$ cat src/rtl/typed_pipeline.sv
// typed_pipeline: DEPTH-stage valid/ready pipeline carrying a common payload
// plus two type-qualified sideband fields (A, B). Each stage holds its token
// until the next stage accepts it; flush and reset drop all in-flight tokens.
module typed_pipeline #(
  parameter int unsigned DEPTH    = 3,
  parameter int unsigned W_COMMON = 8,
  parameter int unsigned W_A      = 8,
  parameter int unsigned W_B      = 8
) (
  input  logic                       clk,
  input  logic                       rst,
  input  logic                       flush,
  input  logic                       in_vld,
  output logic                       in_rdy,
  input  logic                       in_type_a,
  input  logic                       in_type_b,
  input  logic [W_COMMON-1:0]        in_data_common,
  input  logic [W_A-1:0]             in_data_a,
  input  logic [W_B-1:0]             in_data_b,
  output logic                       out_vld,
  input  logic                       out_rdy,
  output logic                       out_type_a,
  output logic                       out_type_b,
  output logic [W_COMMON-1:0]        out_data_common,
  output logic [W_A-1:0]             out_data_a,
  output logic [W_B-1:0]             out_data_b,
  output logic [$clog2(DEPTH+1)-1:0] occupancy
);

  localparam int unsigned OW = $clog2(DEPTH + 1);

  logic [DEPTH-1:0]    vld;
  logic [DEPTH-1:0]    type_a;
  logic [DEPTH-1:0]    type_b;
  logic [W_COMMON-1:0] common [DEPTH];
  logic [W_A-1:0]      a      [DEPTH];
  logic [W_B-1:0]      b      [DEPTH];

  logic [DEPTH-1:0]    adv;
  logic [DEPTH-1:0]    load;
  logic [DEPTH-1:0]    up_ta;
  logic [DEPTH-1:0]    up_tb;
  logic [W_COMMON-1:0] up_common [DEPTH];
  logic [W_A-1:0]      up_a      [DEPTH];
  logic [W_B-1:0]      up_b      [DEPTH];
  logic [OW-1:0]       occ_cnt;

  // Ready chain, evaluated from the output stage back towards the input.
  always_comb begin
    adv          = '0;
    adv[DEPTH-1] = vld[DEPTH-1] & out_rdy;
    for (int unsigned k = 1; k < DEPTH; k++) begin
      adv[DEPTH-1-k] = vld[DEPTH-1-k] & (~vld[DEPTH-k] | adv[DEPTH-k]);
    end
  end

  // Input acceptance: stage 0 free or draining, and no flush/reset this cycle.
  always_comb begin
    in_rdy = (~vld[0] | adv[0]) & ~flush & ~rst;
  end

  // Upstream view of every stage: stage 0 sees the input ports, others their predecessor.
  always_comb begin
    load         = '0;
    up_ta        = '0;
    up_tb        = '0;
    load[0]      = in_vld & in_rdy;
    up_ta[0]     = in_type_a;
    up_tb[0]     = in_type_b;
    up_common[0] = in_data_common;
    up_a[0]      = in_data_a;
    up_b[0]      = in_data_b;
    for (int unsigned k = 1; k < DEPTH; k++) begin
      load[k]      = adv[k-1];
      up_ta[k]     = type_a[k-1];
      up_tb[k]     = type_b[k-1];
      up_common[k] = common[k-1];
      up_a[k]      = a[k-1];
      up_b[k]      = b[k-1];
    end
  end

  // Stage registers; A/B fields only overwrite when the incoming token is typed for them.
  always_ff @(posedge clk) begin
    if (rst) begin
      vld    <= '0;
      type_a <= '0;
      type_b <= '0;
    end else if (flush) begin
      vld <= '0;
    end else begin
      for (int unsigned i = 0; i < DEPTH; i++) begin
        vld[i] <= load[i] | (vld[i] & ~adv[i]);
        if (load[i]) begin
          type_a[i] <= up_ta[i];
          type_b[i] <= up_tb[i];
          common[i] <= up_common[i];
          if (up_ta[i]) a[i] <= up_a[i];
          if (up_tb[i]) b[i] <= up_b[i];
        end
      end
    end
  end

  // Occupancy is the popcount of the stage valid bits.
  always_comb begin
    occ_cnt = '0;
    for (int unsigned i = 0; i < DEPTH; i++) begin
      occ_cnt = occ_cnt + OW'(vld[i]);
    end
  end

  assign occupancy       = occ_cnt;
  // Output valid is masked during flush/reset so no transfer completes in that cycle.
  assign out_vld         = vld[DEPTH-1] & ~flush & ~rst;
  assign out_type_a      = type_a[DEPTH-1];
  assign out_type_b      = type_b[DEPTH-1];
  assign out_data_common = common[DEPTH-1];
  assign out_data_a      = a[DEPTH-1];
  assign out_data_b      = b[DEPTH-1];

endmodule

$ cat config.mk
export PLATFORM = sky130hd
export DESIGN_NAME = typed_pipeline
export DESIGN_NICKNAME = d
export VERILOG_FILES = /design/src/rtl/typed_pipeline.sv
export SDC_FILE = /design/constraint.sdc
export NUM_CORES = 1
export LEC_CHECK = 0
export BUFFER_PORTS_ARGS = -buffer_cell sky130_fd_sc_hd__buf_2
export CAP_MARGIN = 0
export CORE_ASPECT_RATIO = 1.25
export CORE_MARGIN = 2
export CORE_UTILIZATION = 35
export CTS_CLUSTER_DIAMETER = 50
export DETAILED_ROUTE_END_ITERATION = 10
export GPL_ROUTABILITY_DRIVEN = 1
export GPL_TIMING_DRIVEN = 0
export PLACE_DENSITY = 0.56
export SYNTH_ARGS = -nofsm -noshare
export SYNTH_HDL_FRONTEND = slang
export SYNTH_SLANG_ARGS = --single-unit
$ cat constraint.sdc
create_clock -name clk -period 4.35 [get_ports clk]
set_input_delay 0.435 -clock clk [delete_from_list [all_inputs] [get_ports clk]]
set_output_delay 0.435 -clock clk [all_outputs]
set_load 0.05 [all_outputs]
### After elaboration in Yosys (flattened, before gate mapping)

Memory sizes are Yosys's and may differ from the RTL's.
Cells that the tools add are included.

* bitwise gates (word level): 25
* reductions and logical operators: 4
* $add $sub $neg: 2
* mux-type cells: 42

Operators with widths (count)
* 1-bit 2-to-1 mux: 42
* 1-bit AND: 11
* 1-bit NOT: 8
* 1-bit bitwise OR: 6
* 2-bit AND reduction: 3
* 1-bit by 1-bit adder with 2-bit output: 1
* 2-bit by 1-bit adder with 2-bit output: 1
* 2-bit OR reduction: 1

* input bits: 31
* memories kept: 3
* output and inout port bits: 30
* bits in writable memories: 72
* bits in registers: 9
* word-level logic and storage cells: 83

Memory list
* a: words 3, width 8, read ports 3, clocked after memory_dff 0, write ports 3, line 36 `logic [W_A-1:0] a [DEPTH];`
* b: words 3, width 8, read ports 3, clocked after memory_dff 0, write ports 3, line 37 `logic [W_B-1:0] b [DEPTH];`
* common: words 3, width 8, read ports 3, clocked after memory_dff 0, write ports 3, line 35 `logic [W_COMMON-1:0] common [DEPTH];`

### Longest topological paths before layout

* depth in word-level cells: 13
* depth in mapped cells: 4
* depth with buffers taken out: 4

### Worst setup path before layout

OpenSTA, ideal clock, no wires.

* kind: input to output
* start: input out_rdy
* end: output in_rdy
* slack: 1988 ps
* stages on the path: 4
* required time: 3915 ps
* buffers on the path: 1
* arrival time: 1927 ps
* path through: and3b_1 buf_6 and2_4 nor3_1

* cells in the longest elaborated chain, start to end: 8

RTL lines
* from (decl): line 21 `input logic out_rdy,`
* 1-bit AND: line 51 `adv[DEPTH-1] = vld[DEPTH-1] & out_rdy;`
* 1-bit bitwise OR: line 53 `adv[DEPTH-1-k] = vld[DEPTH-1-k] & (~vld[DEPTH-k] | adv[DEPTH-k]);`
* 1-bit AND: line 53
* 1-bit bitwise OR: line 53
* 1-bit AND: line 53
* 1-bit bitwise OR: line 59 `in_rdy = (~vld[0] | adv[0]) & ~flush & ~rst;`
* 1-bit AND (2 in a row): line 59
* to (decl): line 14 `output logic in_rdy,`

No other way between the ends.

### Worst setup path in the final report

* start: register vld[1]
* end: output in_rdy

* cells in the longest elaborated chain, start to end: 6
* elaborated cells on any way between the ends: 7
* classes of those cells: 7 x bitwise

RTL lines
* from (decl): line 32 `logic [DEPTH-1:0] vld;`
* from (signal, indexed assignment): line 93 `vld[i] <= load[i] | (vld[i] & ~adv[i]);`
* 1-bit AND or 1-bit NOT (tied branches): line 53
* 1-bit bitwise OR *: line 53
* 1-bit AND *: line 53
* 1-bit bitwise OR *: line 59
* 1-bit AND * (2 in a row): line 59

Every way passes the cells marked *; elsewhere a longest branch is shown, timed or not.

==> results.txt <==
Post-DP Area = 3270 um2
critical path required time = 3910 ps
Hold Buf Count CTS = 0
Cell Area, Synth = 2850 um2
global-route wire length before repair = 6380 um
largest net degree at the start of global routing = 16
Critical Path End Type = output pin
outcome = complete, no violations
Least-Margin Pin Slew = 710 ps
DRT Pass-1 Iters = 5
clk root buf = clkbuf_8
placeable core area = 7840 um2
die area = 8890 um2
Rel. slew slack = 0.525
RR Startpoint = vld[1]
Startpoint Class = register
hpwl dp = 2990 um
final WL = 4020 um
DR DRC count = 0
worst hold path type = input pin to register
Crit Path Class = register to output pin
GRT Total Usage = 0.0985
PostCTS Resize Cnt = 0
YS warnings = 0
hold_sp = in_data_a[3]
vias = 1337
Final setup viols = 0
FF+latch count, synth = 81
postcts setup bufs = 0
Hold Crit Depth = 1
IO Count = 61
Num CTS Buffers = 9
Syn Nets = 176
post-DR wirelength/cell = 12.8 um
ANT cells = 0
Final Hold Viols = 0
Util after Layout = 0.443
routability cong. = 0.749
PnR worst setup slack = 2290 ps
Port Buf Inserts = 60
register area share after synthesis = 0.822
Initial DRC Count = 19
syn avg cell area = 19.8 um2
post-synthesis cell type count = 27
WP data arrival = 1630 ps
R2R Setup Slk = 2610 ps
Remaining Overflow, GRT = 0
power per cell area = 411 nW/um2
clk_skew = 9.07 ps
area growth from synthesis to layout = 21.8%
num rows = 36
vias in the first global route = 1348
H-Tree Level Count = 3
Synth area leader = edfxtp_1
Max-Cap Viols = 0
clock buffer depth = 2
Max VDD drop = 0.278 mV
Worst Hold Endpoint = a[0][3]
hold slack = 257 ps
Leak Pwr = 1.32 nW
Fmax = 0.485 GHz
nets = 247
post-synth top area share = 0.759
RSZ-0062 raised after global routing = false
Die X = 84.7 um
crit share post-route = 0.474
fraction of layout cells with a size suffix above 1 = 0.509
crit path max fanout = 7
clk slew on worst S/H paths = 90 ps
Post-Synthesis Cells = 144
Worst-Skew Late Latency = 340 ps
Slew Limit Fails = 0
Setup TNS = 0 ps
Synth area leaders = edfxtp_1 76%, dfxtp_1 6.3%, buf_4 6.3%
worst reg2reg endpoint = a[0][5]
Die Y-Extent = 105 um
Starting Density = 0.364
placed cell count = 299
pre-CTS setup slack = 2260 ps
Vias/cell = 4.24
CTS tree = built
final instance area = 3470 um2
post-route ant nets = 0
Clock Sink Count = 81
Tmin final = 2060 ps
Layout Cells excl Fill = 315
Tot Pwr = 1.43 mW
FF-to-FF path depth = 4
initial antenna violation count = 0
[report_power, final]
group / switching [mW] / internal, mW
Sequential: 0.00343 / 0.851
Combinational: 0.0180 / 0.0145
Clock: 0.270 / 0.269
[routing by layer]
layer,GRT usage,part of all wire,vias to the layer above
li1,-,-,658
met1,0.105,0.39,624
met2,0.165,0.52,44
met3,0.0363,0.057,11
met4,0.0590,0.029,0
met5,0,0,-
[worst max-delay path: stages (launching register included)]
cell and delay, ps:
dfxtp_1 380, and3b_1 220, buf_6 140, and2_4 160
nor3_1 110, buf_2 280
[sequential cells by signal, indices dropped and copies added (netlist names)]
signal,count
a,24
b,24
common,24
type_a,3
type_b,3
vld,3
[cells in the final DEF (no fill, tap or decap)]
cell type	count
nor2_4	1
nand2b_1	6
nand4b_1	1
clkinvlp_4	4
edfxtp_1	72
and4_2	2
and2b_1	1
and2_1	2
and2b_2	2
buf_4	24
inv_1	3
o211ai_1	2
mux2_1	2
fa_1	1
and2_2	1
nor3_1	1
and3_2	1
inv_6	2
buf_6	1
nand3_2	1
and2_4	1
bufinv_16	1
o311ai_0	2
nand2_1	1
buf_2	60
clkbuf_8	9
o21a_1	2
and3b_1	1
dfxtp_1	9
nor3b_4	2
a21boi_0	1
nor2_1	1
[area by class of cell]
class | count | area [um2]
well taps | 95 | 119
multi-input cells | 35 | 305
flip-flops and latches | 81 | 2340
clock buffers | 9 | 124
fillers | 740 | 4370
clock inverters | 7 | 77.6
inverters | 3 | 11.3
plain buffers | 25 | 191
repair buffers | 60 | 300
[cell usage after synthesis]
library cell	number
and4_2	2
dfxtp_1	9
and3_2	1
and2_2	1
nor2_4	1
and2b_2	2
a21boi_0	1
edfxtp_1	72
and3b_1	1
o311ai_0	2
nor3_1	1
mux2_1	2
and2b_1	1
nand3_2	1
nand2b_1	6
and2_4	1
nor3b_4	2
nand2_1	1
nand4b_1	1
inv_1	3
fa_1	1
nor2_1	1
buf_4	24
o211ai_1	2
and2_1	2
buf_6	1
o21a_1	2
[cell families (layout without fill, tap and decap cells)]
kind of cell / count (synthesis) / after routing / share of synthesized area
multiplexers: 2 / 2 / 0.00790
flip-flops: 81 / 81 / 0.822
AO/OA/AOI/OAI: 7 / 7 / 0.0193
buffers and inverters: 28 / 104 / 0.0711
adder cells (fa/ha/maj): 1 / 1 / 0.00702
AND/OR/NAND/NOR: 25 / 25 / 0.0729
[worst max-delay path by stage]
stage,end,start,slack [ps]
2_1_floorplan,in_rdy,out_rdy,1990
3_3_place_gp,b[0][0],rst,2310
3_5_place_dp,a[0][6],rst,2260
4_1_cts,in_rdy,vld[1],2260
5_1_grt,in_rdy,vld[1],2170
6_report,in_rdy,vld[1],2290
Power figures use the tool's default switching activity.
